### config.mk
export PLATFORM = sky130hd
export DESIGN_NAME = seq_argmax
export DESIGN_NICKNAME = d
export VERILOG_FILES = /design/src/rtl/seq_argmax.sv
export SDC_FILE = /design/constraint.sdc
export NUM_CORES = 1
export LEC_CHECK = 0
export ABC_AREA = 1
export BUFFER_PORTS_ARGS = -buffer_cell sky130_fd_sc_hd__buf_2
export CORE_MARGIN = 2
export CORE_UTILIZATION = 55
export CTS_BUF_LIST = sky130_fd_sc_hd__clkbuf_8 sky130_fd_sc_hd__clkbuf_16
export CTS_CLUSTER_DIAMETER = 30
export DETAILED_ROUTE_END_ITERATION = 10
export GPL_TIMING_DRIVEN = 0
export PLACE_DENSITY_LB_ADDON = 0.08
export SLEW_MARGIN = 5
export SYNTH_ARGS = -nofsm -noshare
export SYNTH_HDL_FRONTEND = slang
export SYNTH_SLANG_ARGS = --single-unit
### constraint.sdc
create_clock -name clk -period 2.2 [get_ports clk]
set_input_delay 0.33 -clock clk [delete_from_list [all_inputs] [get_ports clk]]
set_output_delay 0.33 -clock clk [all_outputs]
set_load 0.02 [all_outputs]
### src/rtl/seq_argmax.sv
// Sequential argmax over C class sums: one candidate compared per clock, lowest index wins ties.
// Optional winning-score output enabled by defining SEQ_ARGMAX_SCORE_EN.
module seq_argmax #(
  parameter int M = 4,
  parameter int C = 4,
  localparam int SumL = $clog2(M + 1),
  localparam int IdxL = (C > 1) ? $clog2(C) : 1
) (
  input  logic                clk,
  input  logic                rst,
  input  logic                start,
  input  logic [SumL*C-1:0]   sums,
  output logic                busy,
  output logic                valid,
`ifdef SEQ_ARGMAX_SCORE_EN
  output logic [SumL-1:0]     score,
`endif
  output logic [IdxL-1:0]     class_id
);

  typedef enum logic [1:0] {IDLE, SCAN, DONE} state_t;

  state_t              state_q, state_d;
  logic [SumL*C-1:0]   sums_q, sums_d;
  logic [SumL-1:0]     best_q, best_d;
  logic [IdxL-1:0]     best_idx_q, best_idx_d;
  logic [IdxL-1:0]     k_q, k_d;
  logic                valid_q, valid_d;
  logic                busy_q, busy_d;
  logic [IdxL-1:0]     class_id_q, class_id_d;
`ifdef SEQ_ARGMAX_SCORE_EN
  logic [SumL-1:0]     score_q, score_d;
`endif

  logic [SumL-1:0]     sum_arr [C];
  logic [SumL-1:0]     cur_sum;

  for (genvar gi = 0; gi < C; gi++) begin : g_unpack
    assign sum_arr[gi] = sums_q[gi*SumL +: SumL];
  end

  // Mux on equality so the scan index can never select past C-1.
  always_comb begin
    cur_sum = sum_arr[0];
    for (int i = 1; i < C; i++) begin
      if (k_q == IdxL'(i)) cur_sum = sum_arr[i];
    end
  end

  always_comb begin
    state_d    = state_q;
    sums_d     = sums_q;
    best_d     = best_q;
    best_idx_d = best_idx_q;
    k_d        = k_q;
    valid_d    = 1'b0;
    class_id_d = class_id_q;
`ifdef SEQ_ARGMAX_SCORE_EN
    score_d    = score_q;
`endif
    case (state_q)
      IDLE: begin
        if (start) begin
          sums_d     = sums;
          best_d     = sums[SumL-1:0];
          best_idx_d = '0;
          k_d        = IdxL'(1);
          if (C == 1) begin
            state_d    = DONE;
            valid_d    = 1'b1;
            class_id_d = '0;
`ifdef SEQ_ARGMAX_SCORE_EN
            score_d    = sums[SumL-1:0];
`endif
          end else begin
            state_d = SCAN;
          end
        end
      end
      SCAN: begin
        // Strict compare keeps the earlier (lower) index on ties.
        if (cur_sum > best_q) begin
          best_d     = cur_sum;
          best_idx_d = k_q;
        end
        if (k_q == IdxL'(C - 1)) begin
          state_d    = DONE;
          valid_d    = 1'b1;
          class_id_d = best_idx_d;
`ifdef SEQ_ARGMAX_SCORE_EN
          score_d    = best_d;
`endif
        end else begin
          k_d = k_q + IdxL'(1);
        end
      end
      DONE: begin
        state_d = IDLE;
      end
      default: begin
        state_d = IDLE;
      end
    endcase
    busy_d = (state_d != IDLE);
  end

  always_ff @(posedge clk or negedge rst) begin
    if (!rst) begin
      state_q    <= IDLE;
      sums_q     <= '0;
      best_q     <= '0;
      best_idx_q <= '0;
      k_q        <= '0;
      valid_q    <= 1'b0;
      busy_q     <= 1'b0;
      class_id_q <= '0;
`ifdef SEQ_ARGMAX_SCORE_EN
      score_q    <= '0;
`endif
    end else begin
      state_q    <= state_d;
      sums_q     <= sums_d;
      best_q     <= best_d;
      best_idx_q <= best_idx_d;
      k_q        <= k_d;
      valid_q    <= valid_d;
      busy_q     <= busy_d;
      class_id_q <= class_id_d;
`ifdef SEQ_ARGMAX_SCORE_EN
      score_q    <= score_d;
`endif
    end
  end

  assign busy     = busy_q;
  assign valid    = valid_q;
  assign class_id = class_id_q;
`ifdef SEQ_ARGMAX_SCORE_EN
  assign score    = score_q;
`endif

endmodule
## Yosys cells after proc, flatten, opt, wreduce, memory -nomap -nowiden

Index checks and enable logic that the tools add are counted.

| word-level totals | value |
|---|---|
| memories | 0 |
| logic and storage cells | 42 |
| latch bits | 0 |
| output and inout bits | 4 |
| input bits | 15 |
| flip-flop bits (word level) | 25 |
| memory bits (writable) | 0 |
| memory bits (read-only) | 0 |

| cells by class | value |
|---|---|
| reduce and logical (&&, ||, !) cells | 8 |
| div/mod/pow operators | 0 |
| shift-type cells | 0 |
| $add $sub $neg | 1 |
| magnitude comparators | 1 |
| equality and inequality tests | 7 |
| bitwise gates (word level) | 0 |
| mux-type cells | 17 |
| $mul | 0 |

Operators with widths:

| cell | number |
|---|---|
| 2-to-1 mux 3 bit | 5 |
| 2-to-1 mux 2 bit | 6 |
| case mux 2 bit (2 select lines) | 3 |
| != test 2 bit (second input constant) | 3 |
| case mux 3 bit (2 select lines) | 1 |
| AND reduction 2 bit | 3 |
| AND reduction 3 bit | 2 |
| equality test 2 x 1 -> 1 bit (second input constant) | 2 |
| equality test 2 bit (second input constant) | 2 |
| nonzero test 2 bit | 2 |
| greater-than comparator 3 bit | 1 |
| adder 2 x 1 -> 2 bit (second input constant) | 1 |
| zero test 2 bit | 1 |
| 2-to-1 mux 1 bit | 2 |

## Logic depth before layout (Yosys ltp)

Gate-level depths: netlist (run 1).

| logic depth | value |
|---|---|
| depth in word-level cells | 7 |
| mapped depth | 16 |
| depth with buffers taken out | 16 |

## Least setup slack after synthesis (run 1)

OpenSTA, ideal clock, no wires.

| path | value |
|---|---|
| path type | register to register |
| start point | register k_q[0] |
| end point | register best_q[1] |
| path slack | 344 ps |
| path buffers | 0 |
| data arrival time | 1739 ps |
| required time | 2083 ps |
| period minus slack after synthesis | 1856 ps |
| stages on the path, launching flop included | 16 |
| setup time | 117 ps |
| cell sequence | dfrtp_1 -> inv_1 -> ha_1 -> inv_1 -> nor2_1 -> nor2_1 -> nand2_1 -> nand2_1 -> ha_1 -> nand3_1 -> nand2_1 -> nand3_1 -> nand2_2 -> inv_1 -> nand2_1 -> nand2_1 |

| on the way | value |
|---|---|
| word-level cells in the longest chain between the ends | 7 |
| elaborated cells between the ends (all ways) | 11 |
| classes of those cells | order compare: 1; eq/ne: 4; mux: 5; reduce/logical: 1 |

RTL lines:

| element | RTL line | RTL |
|---|---|---|
| start: declaration | 27 | `logic [IdxL-1:0] k_q, k_d;` |
| start signal: assignment | 125 | `k_q <= k_d;` |
| equality test 2 x 1 -> 1 bit | 46 | `if (k_q == IdxL'(i)) cur_sum = sum_arr[i];` |
| 2-to-1 mux 3 bit (2 in a row) | 46 |  |
| 2-to-1 mux 3 bit (*) | 46 |  |
| greater-than comparator 3 bit | 82 | `if (cur_sum > best_q) begin` |
| != test 2 bit (no source line) | n/a |  |
| AND reduction 3 bit (no source line) | n/a |  |
| end signal: assignment | 123 | `best_q <= best_d;` |
| end: declaration | 25 | `logic [SumL-1:0] best_q, best_d;` |

Every way passes the cells marked *; elsewhere a longest branch is shown, timed or not. The select of a mux whose other input is x is not followed.
A chain may end at the register's enable or synchronous reset.

## Worst setup path after layout (run 1)

Same ends and word-level chain as after synthesis.

==> results of run 1 <==
[worst max-delay path by stage]
stage	startpoint	endpoint	slack [ps]
finish	k_q[0]$_DFFE_PN0P_	best_q[1]$_DFFE_PN0P_	140
global route	k_q[1]$_DFFE_PN0P_	best_q[1]$_DFFE_PN0P_	-10
CTS	k_q[0]$_DFFE_PN0P_	best_q[1]$_DFFE_PN0P_	90
detailed placement	k_q[0]$_DFFE_PN0P_	best_q[1]$_DFFE_PN0P_	100
global placement	k_q[0]$_DFFE_PN0P_	best_q[2]$_DFFE_PN0P_	170
floorplan	k_q[0]$_DFFE_PN0P_	best_q[1]$_DFFE_PN0P_	340
[metrics by stage]
step | cells | setup TNS (ps)
floorplan | 136 | 0
global placement | 182 | 0
detailed placement | 182 | 0
CTS | 186 | 0
global route | 188 | -21.02
finish | 188 | 0
[power by group through the flow]
stage          logic [mW]  clock network, mW  registers (mW)
2_1_floorplan        1.10                  0           0.828
4_1_cts              1.43              0.267           0.803
3_3_place_gp         1.37                  0           0.807
3_5_place_dp         1.42                  0           0.812
6_report             1.58              0.263           0.807
5_1_grt              1.81              0.287           0.831
[kinds of logic (layout without fill, tap and decap cells)]
logic type                 count (synthesis)  in the layout  share of synthesized area (%)
and+or+nand+nor                           66             66                          25.20
DFF                                       25             25                          49.80
buffers and inverters                     18             42                          5.976
AOI/OAI and AO/OA                         13             13                          5.877
muxes                                      8              8                          7.172
adders and majority gates                  6              6                          5.976
[routing by layer]
layer / wire length (um) / up-vias / part of all wire [%] / global-route usage, %
met5: 0 / - / 0 / 0
met4: 40 / 0 / 1.7 / 7.895
met3: 103 / 5 / 4.4 / 2.586
met2: 1046 / 24 / 45 / 32.69
met1: 1129 / 438 / 49 / 25.84
li1: - / 483 / - / -
[registers in the layout (all words and copies together), names as in the netlist]
| register | flops |
|---|---|
| best_q | 3 |
| sums_q | 12 |
| best_idx_q | 2 |
| busy | 1 |
| class_id | 2 |
| k_q | 2 |
| state_q | 2 |
| valid | 1 |
[final cells by class]
class | count | area (um2)
clock buffers | 3 | 41.29
multi-input cells | 93 | 589.3
well taps | 28 | 35.03
fillers | 177 | 715.7
repair buffers | 20 | 105.1
inverters | 17 | 63.81
flip-flops and latches | 25 | 625.6
clock inverters | 1 | 3.754
plain buffers | 1 | 11.26
[placed cells by master (no fill, tap or decap)]
master and n:
nand2_1 33, dfrtp_1 25, buf_2 18, nand3_1 16, inv_1 15, mux2_2 8
nor2_1 7, o21ai_0 4, inv_2 3, a21oi_1 3, nand2_2 3, ha_1 3
clkbuf_8 3, nor2_4 2, nand2_4 2, o21ai_2 2, o21ai_1 2, ha_4 2
buf_4 2, or2_4 1, nor2_2 1, buf_6 1, a21oi_2 1, o22ai_1 1
nand3_2 1, ha_2 1
[timing repair]
action	4_1_cts	5_1_grt
resized for setup	0	7
buffers inserted	0	2
setup endpoints to repair	0	7
endpoints found under the hold margin	0	0
[critical path, delay by kind of cell (launching register included)]
kind	cells	cell delay (ps)
fa+ha+maj	2	480
simple gates	10	810
flops	1	420
buf+inv	3	240
==> summary.txt, run 1 <==
Clock network
  – CTS max path bufs: 2
  – CTS buffer count: 3
  – CTS clk-pin slew, worst paths: 80 ps
  – # H-tree levels: 1
  – Hold Buf Count CTS: 0
  – CTS Sinks: 25
  – Clk_lat worst skew: 270 ps
  – Clock root buffer: clkbuf_8
  – CTS tree: built

Power
  – Net Sw Frac: 45.47%
  – Power after layout: 2.650 mW
  – PD cells: 1796 nW/um2
  – Logic gate share of total power: 59.6%
  – Int Power: 1.445 mW
  – Net Switching: 1.205 mW
  – VDD IR max: 0.0009340 V
  – LEAKAGE: 0.7700 nW
  – Seq pwr share: 30.4%
  – Clk pwr share: 9.9%

Yosys
  – Post-synth top cells: nand2_1, dfrtp_1, nand3_1, inv_1, mux2_2
  – Count leader, synth: nand2_1
  – Sequential area share after synthesis: 49.80%
  – Seq cells post-synth: 25
  – Largest cells by area after synthesis: dfrtp_1, nand2_1, mux2_2, nand3_1, ha_1
  – Synthesized Nets: 157
  – Library cells used by synthesis: 20
  – Most frequently used flop master after synthesis: dfrtp_1
  – Mapped Area: 1256 um2
  – Mean Syn Cell Area: 9.237 um2
  – Async S/R FF share, synth: 100.0%
  – Mapped Cells: 136
  – Post-synth EDFFs: 0
  – Synth top area share: 49.80%
  – Synth warn: 0
  – Post-synth top area cell: dfrtp_1

Worst setup path
  – Crit Reg-Reg Startpoint: k_q[0]$_DFFE_PN0P_
  – Worst R2R Path Depth: 15
  – Slowest Stage Delay on Critical Path: 420 ps
  – CP arrival: 2230 ps
  – FF-to-FF setup slack: 140 ps
  – Setup crit end kind: flop
  – Crit path top cell by count: nand2_1
  – Worst-path fanout max: 5
  – Worst EP required: 2370 ps
  – R2r endpoint: best_q[1]$_DFFE_PN0P_
  – CP startpoint kind: flop
  – Critical path, cell by cell: inv_2, ha_2, inv_1, nor2_1, nor2_1, nand2_1, nand2_1, ha_1, nand3_1, nand2_2, nand3_1, nand2_2, inv_1, nand2_1, nand2_1
  – Setup CP Type: flop to flop
  – Slowest CP cell: dfrtp_1

Finish
  – N_diodes: 0
  – Share of cells above drive strength 1: 31.87%
  – Final Util: 67.33%
  – Final instance area: 1475 um2
  – Syn-to-layout area delta: 17.43%
  – Fin nets: 182

GRT
  – GR Util All Layers: 19.63%
  – Remaining Overflow, GRT: 0
  – Initial antenna violation count: 0
  – Largest net degree at the start of global routing: 26
  – Vias in the first global route: 930
  – First-pass GRT wire length: 3870 um

Floorplanning
  – Initial Utilization: 57.34%
  – Row count: 17
  – Io pins: 19
  – Die area: 2682 um2
  – DIE WIDTH: 51.79 um
  – Chip height: 51.79 um
  – Core box area: 2191 um2

Place
  – Port Buffers: 18
  – Dpl hpwl: 1673 um
  – Placed cell area: 1381 um2
  – GP Congestion: 0.8524
  – Pre-CTS setup slack: 103.2 ps

STA
  – Setup violators final: 0
  – Pins Over Slew Limit: 0
  – Period utilization: 93.75%
  – Max transition margin: 63.79%
  – Final worst slack: 137.4 ps
  – Max Clock Skew: 3.529 ps
  – Final Hold Vio Count: 0
  – Measured slew at the worst slew-check pin: 543.1 ps
  – Fmax: 484.8 MHz
  – Crit path time final: 2063 ps
  – Fin Hold WS: 37.97 ps

Drt
  – Post-route DRC: 0
  – Routed Wire Length: 2318 um
  – DR vias: 950
  – Final ANT Viol Nets: 0
  – Drt wl/cell: 12.33 um
  – Initial DRC count: 13
  – Via density: 5.053
  – Initial DRT Pass Iterations: 4

Hold path
  – Worst min-delay path category: input port to async pin

Job
  – Maxcap violations: 0

Status
  – Status: completed
Power figures use the tool's default switching activity.
==> run 2: changes to the inputs <==
==> constraint.sdc (replaced) <==
create_clock -name clk -period 2 [get_ports clk]
set_input_delay 0.3 -clock clk [delete_from_list [all_inputs] [get_ports clk]]
set_output_delay 0.3 -clock clk [all_outputs]
set_load 0.02 [all_outputs]
==> run 2 against run 1 <==
Compared with the run above:
- the run now ends with setup timing left
- sequential share of layout area decreased by 5.1 points
- register-to-register slack got worse by 230 ps
- non-clock buffer count increased by 4
==> summary.txt, run 2 (synthesis gave the netlist of run 1 again) <==
Finish
  – Syn-to-layout area delta: 34.16%
  – Largest register FFs: 12
  – Area of the multi-input gates: 754.5 um2
  – Fin nets: 186
  – Share of cells above drive strength 1: 50.00%
  – Commonest non-fill, non-tap cells in the layout: nand2_1, dfrtp_1, buf_2
  – N_diodes: 0
  – Final Util: 76.93%
  – Fillers: 127
  – Largest Register: sums_q
  – Biggest regs: sums_q (12), best_q (3)
  – Most common cell after layout, fill and taps aside: nand2_1
  – Register area: 628.1 um2

STA
  – Period utilization: 104.4%
  – Final worst slack: -88.83 ps
  – Max transition margin: 64.02%
  – Fmax: 478.7 MHz
  – Max Clock Skew: 3.663 ps
  – Setup violators final: 7
  – Pins Over Slew Limit: 0
  – Final Hold Vio Count: 0
  – RSZ-0062 raised after global routing: true
  – Measured slew at the worst slew-check pin: 539.6 ps
  – Crit path time final: 2089 ps

Drt
  – Initial DRC count: 43
  – Via density: 5.432
  – Post-route DRC: 0
  – Final ANT Viol Nets: 0
  – DR vias: 1043
  – Routed Wire Length: 2937 um
  – Drt wl/cell: 15.30 um
  – Initial DRT Pass Iterations: 4

Worst setup path
  – Setup crit end kind: flop
  – FF-to-FF setup slack: -90 ps
  – CP arrival: 2290 ps
  – CP startpoint kind: flop
  – Worst EP required: 2200 ps
  – R2r endpoint: best_idx_q[1]$_DFFE_PN0P_
  – Crit Reg-Reg Startpoint: k_q[0]$_DFFE_PN0P_
  – Worst R2R Path Depth: 13
  – Setup CP Type: flop to flop
  – Worst-path fanout max: 4

Floorplanning
  – Io pins: 19
  – Initial Utilization: 57.34%
  – Core box area: 2191 um2
  – Row count: 17
  – DIE WIDTH: 51.79 um
  – Chip height: 51.79 um
  – Die area: 2682 um2

Job
  – Maxcap violations: 0

GRT
  – Remaining Overflow, GRT: 0
  – Initial antenna violation count: 0
  – GR Util All Layers: 20.97%
  – Largest net degree at the start of global routing: 26
  – First-pass GRT wire length: 4105 um
  – Vias in the first global route: 962

Status
  – Status: finished with violations
  – Failing checks: setup timing

Clock network
  – Clk_lat worst skew: 270 ps
  – CTS buffer count: 3
  – Hold Buf Count CTS: 0
  – CTS Sinks: 25
  – CTS max path bufs: 2
  – CTS clk-pin slew, worst paths: 80 ps
  – # H-tree levels: 1
  – CTS tree: built
  – Clock root buffer: clkbuf_8

Place
  – Dpl hpwl: 1673 um
  – GP Congestion: 0.8524
  – Port Buffers: 18

Hold path
  – Worst min-delay path category: input port to async pin
## run 2: cell count changes in the layout (fill, tap and decap cells not counted), sizes merged
cell  delta
buf      +4
## run 2: worst max-delay path by stage
stage / from / endpoint / slack [ps] / depth (start not counted)
finish: k_q[0]$_DFFE_PN0P_ / best_idx_q[1]$_DFFE_PN0P_ / -90 / 13
global route: k_q[0]$_DFFE_PN0P_ / best_idx_q[1]$_DFFE_PN0P_ / -190 / 13
CTS: k_q[0]$_DFFE_PN0P_ / best_q[1]$_DFFE_PN0P_ / 5 / 15
detailed placement: k_q[0]$_DFFE_PN0P_ / best_q[1]$_DFFE_PN0P_ / -100 / 15
global placement: k_q[0]$_DFFE_PN0P_ / best_q[2]$_DFFE_PN0P_ / -30 / 15
floorplan: k_q[0]$_DFFE_PN0P_ / best_q[1]$_DFFE_PN0P_ / 140 / 15
## run 2: through the flow
stage / std cells / area, um2 / setup TNS (ps) / setup WS (ps) / hold WS [ps]
4_1_cts: 188 / 1475 / 0 / 5.175 / 29.01
6_report: 192 / 1685 / -450.8 / -88.83 / 3.952
2_1_floorplan: 136 / 1256 / 0 / 143.8 / 4.409
5_1_grt: 192 / 1685 / -1213 / -185.6 / 42.32
3_3_place_gp: 182 / 1381 / -108.6 / -34.93 / 303.0
3_5_place_dp: 182 / 1381 / -413.0 / -96.79 / 318.3
## run 2: layer usage
| layer | share of wire [%] | track usage, % | up-vias | wire length, um |
|---|---|---|---|---|
| met5 | 0 | 0 | - | 0 |
| met4 | 3.6 | 7.895 | 0 | 105 |
| met2 | 50 | 35.26 | 41 | 1459 |
| met1 | 42 | 27.10 | 499 | 1231 |
| li1 | - | - | 492 | - |
| met3 | 4.8 | 3.448 | 11 | 140 |
## run 2: timing repair
item                       4_1_cts  5_1_grt
buffers inserted                 2        4
pin swaps                        1       14
setup endpoints to repair        7        7
resized for setup                9       40
## run 2: cell type report
cell class	instances	area share, %
Buffer	1	0.6682
Clock buffer	3	2.450
Clock inverter	1	0.2227
Inverter	17	4.083
Multi-Input combinational cell	93	44.77
Sequential cell	25	37.27
Tap cell	28	2.079
Timing Repair Buffer	24	8.463
## run 2: worst max-delay path: stages, from the launching register on
cell and delay [ps]:
dfrtp_2 460, buf_6 130, ha_4 160, nand2_1 80
nand3_1 90, nand2_1 130, nand2_2 80, ha_4 280
a21oi_4 170, nand2_4 90, buf_6 140, nand3_4 70
nand3_2 70, o21ai_2 70
Power of run 2 is left out: the tool's default activity adds up to more than one toggle a clock period on the data nets, which glitch-free logic cannot reach.
==> run 3: changes to the inputs <==
--- a/config.mk
+++ b/config.mk
@@ -5,7 +5,6 @@
 export SDC_FILE = /design/constraint.sdc
 export NUM_CORES = 1
 export LEC_CHECK = 0
-export ABC_AREA = 1
 export BUFFER_PORTS_ARGS = -buffer_cell sky130_fd_sc_hd__buf_2
 export CORE_MARGIN = 2
 export CORE_UTILIZATION = 55
==> run 3 against run 2 <==
Compared with the run above:
- the run still ends with setup timing left
- wire length shrank 0.51%
- global-route usage up 1.3 points
- area after synthesis increased by 1.6%
- worst hold slack improved by 9.3 ps
- largest cell class unchanged
- die area increased by 1.5%
- cell area fell by 0.59%
- cell count grew 1.0%
==> summary.txt, run 3 <==
Yosys
  – Synth Area in Compound Gates: 14.71%
  – Sequential area share after synthesis: 49.02%
  – Seq cells post-synth: 25
  – Post-synthesis adder-cell area fraction: 5.882%
  – Synth Area in XOR/XNOR: 0%
  – Library cells used by synthesis: 28
  – Synthesized Nets: 158
  – Largest family of logic cells by synthesized area: simple AND/OR/NAND/NOR gates
  – Post-synthesis mux area share: 3.137%
  – Largest cells by area after synthesis: dfrtp_1, nand2_1, ha_1, nor2_1, mux2i_1
  – Async S/R FF share, synth: 100.0%
  – Post-synth top cells: nand2_1, dfrtp_1, nor2_1, inv_1, o21ai_0
  – Post-synthesis simple-gate area fraction: 23.24%
  – Synth top area share: 49.02%
  – Post-synth EDFFs: 0
  – Post-synth top area cell: dfrtp_1
  – Mapped Cells: 137
  – Count leader, synth: nand2_1
  – Synth warn: 0
  – Mapped Area: 1276 um2
  – Most frequently used flop master after synthesis: dfrtp_1
  – Mean Syn Cell Area: 9.316 um2

Clock network
  – Clk_lat worst skew: 260 ps
  – Clock root buffer: clkbuf_8
  – # H-tree levels: 1
  – CTS max path bufs: 2
  – CTS clk-pin slew, worst paths: 80 ps
  – CTS buffer count: 3
  – CTS Sinks: 25
  – CTS tree: built

Worst setup path
  – CP startpoint kind: flop
  – Setup crit end kind: flop
  – Crit path top cell by count: ha_4
  – FF-to-FF setup slack: -380 ps
  – Worst R2R Path Depth: 9
  – Slowest Stage Delay on Critical Path: 450 ps
  – R2r endpoint: best_q[2]$_DFFE_PN0P_
  – Critical path, cell by cell: inv_2, ha_4, mux2i_2, a221oi_4, ha_4, nand3_2, nand3b_1, nor3_1, a311oi_2
  – Setup CP Type: flop to flop
  – Slowest CP cell: dfrtp_2
  – WP buf/inv: 1
  – Worst Setup SP: k_q[1]$_DFFE_PN0P_
  – Worst path top cell family by delay: simple AND/OR/NAND/NOR gates
  – Worst-path fanout max: 5
  – Crit Reg-Reg Startpoint: k_q[1]$_DFFE_PN0P_
  – CP arrival: 2500 ps
  – Worst EP required: 2120 ps

Status
  – Failing checks: setup timing
  – Status: finished with violations

Job
  – Maxcap violations: 0

STA
  – Final Hold Vio Count: 0
  – Measured slew at the worst slew-check pin: 547.4 ps
  – Crit path time final: 2380 ps
  – Fin Setup TNS: -1999 ps
  – Setup violators final: 7
  – Pins Over Slew Limit: 0
  – Max transition margin: 63.51%
  – Final worst slack: -380.1 ps
  – RSZ-0062 raised after global routing: true
  – Fmax: 420.2 MHz
  – Max Clock Skew: 1.660 ps
  – Period utilization: 119.0%

GRT
  – Largest net degree at the start of global routing: 26
  – GR Util All Layers: 22.28%
  – Remaining Overflow, GRT: 0
  – Vias in the first global route: 1011
  – Initial antenna violation count: 0
  – First-pass GRT wire length: 4395 um

Finish
  – Biggest regs: sums_q (12), best_q (3)
  – Commonest non-fill, non-tap cells in the layout: nand2_1, dfrtp_1, buf_2
  – Most common cell after layout, fill and taps aside: nand2_1
  – Largest Register: sums_q
  – Syn-to-layout area delta: 31.27%
  – Fin nets: 188
  – Final instance area: 1675 um2
  – Fillers: 159
  – Largest register FFs: 12
  – N_diodes: 0
  – Share of cells above drive strength 1: 37.95%

Floorplanning
  – Io pins: 19
  – DIE WIDTH: 52.17 um
  – Chip height: 52.17 um
  – Row count: 17
  – Core box area: 2212 um2
  – Initial Utilization: 57.69%
  – Die area: 2722 um2

Drt
  – DR vias: 1111
  – Post-route DRC: 0
  – Routed Wire Length: 2922 um
  – Final ANT Viol Nets: 0
  – Via density: 5.727
  – Initial DRC count: 35
  – Initial DRT Pass Iterations: 4
  – Drt wl/cell: 15.06 um

Place
  – Port Buffers: 18
  – Pre-CTS setup slack: -369.8 ps
  – Placed cell area: 1491 um2
  – GP Congestion: 0.7404
  – Dpl hpwl: 1953 um

Hold path
  – Worst min-delay path category: input port to async pin
run 3: changes by cell type after synthesis, sizes merged, moves of 3 or more:
cell	before	now
mux2i	0	4
a31oi	0	3
nor3	0	5
nor3b	0	4
mux2	8	0
nand2	38	35
inv	17	9
nand3	17	3
run 3: layout make-up:
cell class / count / area, um2 / share of cell area [%]
Multi-Input combinational cell: 99 / 759.5 / 45.33
Sequential cell: 25 / 628.1 / 37.49
Timing Repair Buffer: 25 / 150.1 / 8.962
Clock buffer: 3 / 41.29 / 2.465
Tap cell: 28 / 35.03 / 2.091
Inverter: 9 / 33.78 / 2.016
Buffer: 4 / 23.77 / 1.419
Clock inverter: 1 / 3.754 / 0.2240
run 3: what timing repair did:
item | 4_1_cts | 5_1_grt
buffers inserted | 5 | 2
hold buffers | 0 | 0
resized for setup | 5 | 12
setup endpoints to repair | 7 | 7
pin swaps | 8 | 2
run 3: kinds of logic (layout without fill, tap and decap cells):
logic type / after synthesis / after routing
and+or+nand+nor: 65 / 65
buffers and inverters: 13 / 42
AOI/OAI and AO/OA: 24 / 24
DFF: 25 / 25
muxes: 4 / 4
adders and majority gates: 6 / 6
run 3: worst max path at each step:
| stage | endpoint | slack [ps] | depth (start not counted) |
|---|---|---|---|
| finish | best_q[2]$_DFFE_PN0P_ | -380 | 9 |
| global route | best_q[2]$_DFFE_PN0P_ | -440 | 9 |
| CTS | best_q[1]$_DFFE_PN0P_ | -230 | 9 |
| detailed placement | best_q[2]$_DFFE_PN0P_ | -370 | 9 |
| global placement | best_idx_q[0]$_DFFE_PN0P_ | -320 | 8 |
| floorplan | best_idx_q[0]$_DFFE_PN0P_ | -120 | 8 |
run 3: layer usage:
metal  track usage (%)  up-vias  wire length [um]  share of wire, %
met5                 0        -                 0                 0
li1                  -      524                 -                 -
met1             28.92      546              1246                43
met2             36.50       33              1459                50
met4             10.68        0                69               2.4
met3             3.429        8               147               5.0
run 3: metrics by stage:
stage / util [%] / instances / hold WS, ps
global route: 75.74 / 194 / 57.71
CTS: 72.79 / 192 / 30.28
detailed placement: 67.42 / 183 / 319.1
finish: 75.74 / 194 / 13.26
floorplan: - / 137 / 4.409
global placement: 67.42 / 183 / 310.4
Power of run 3 is left out for the same reason.
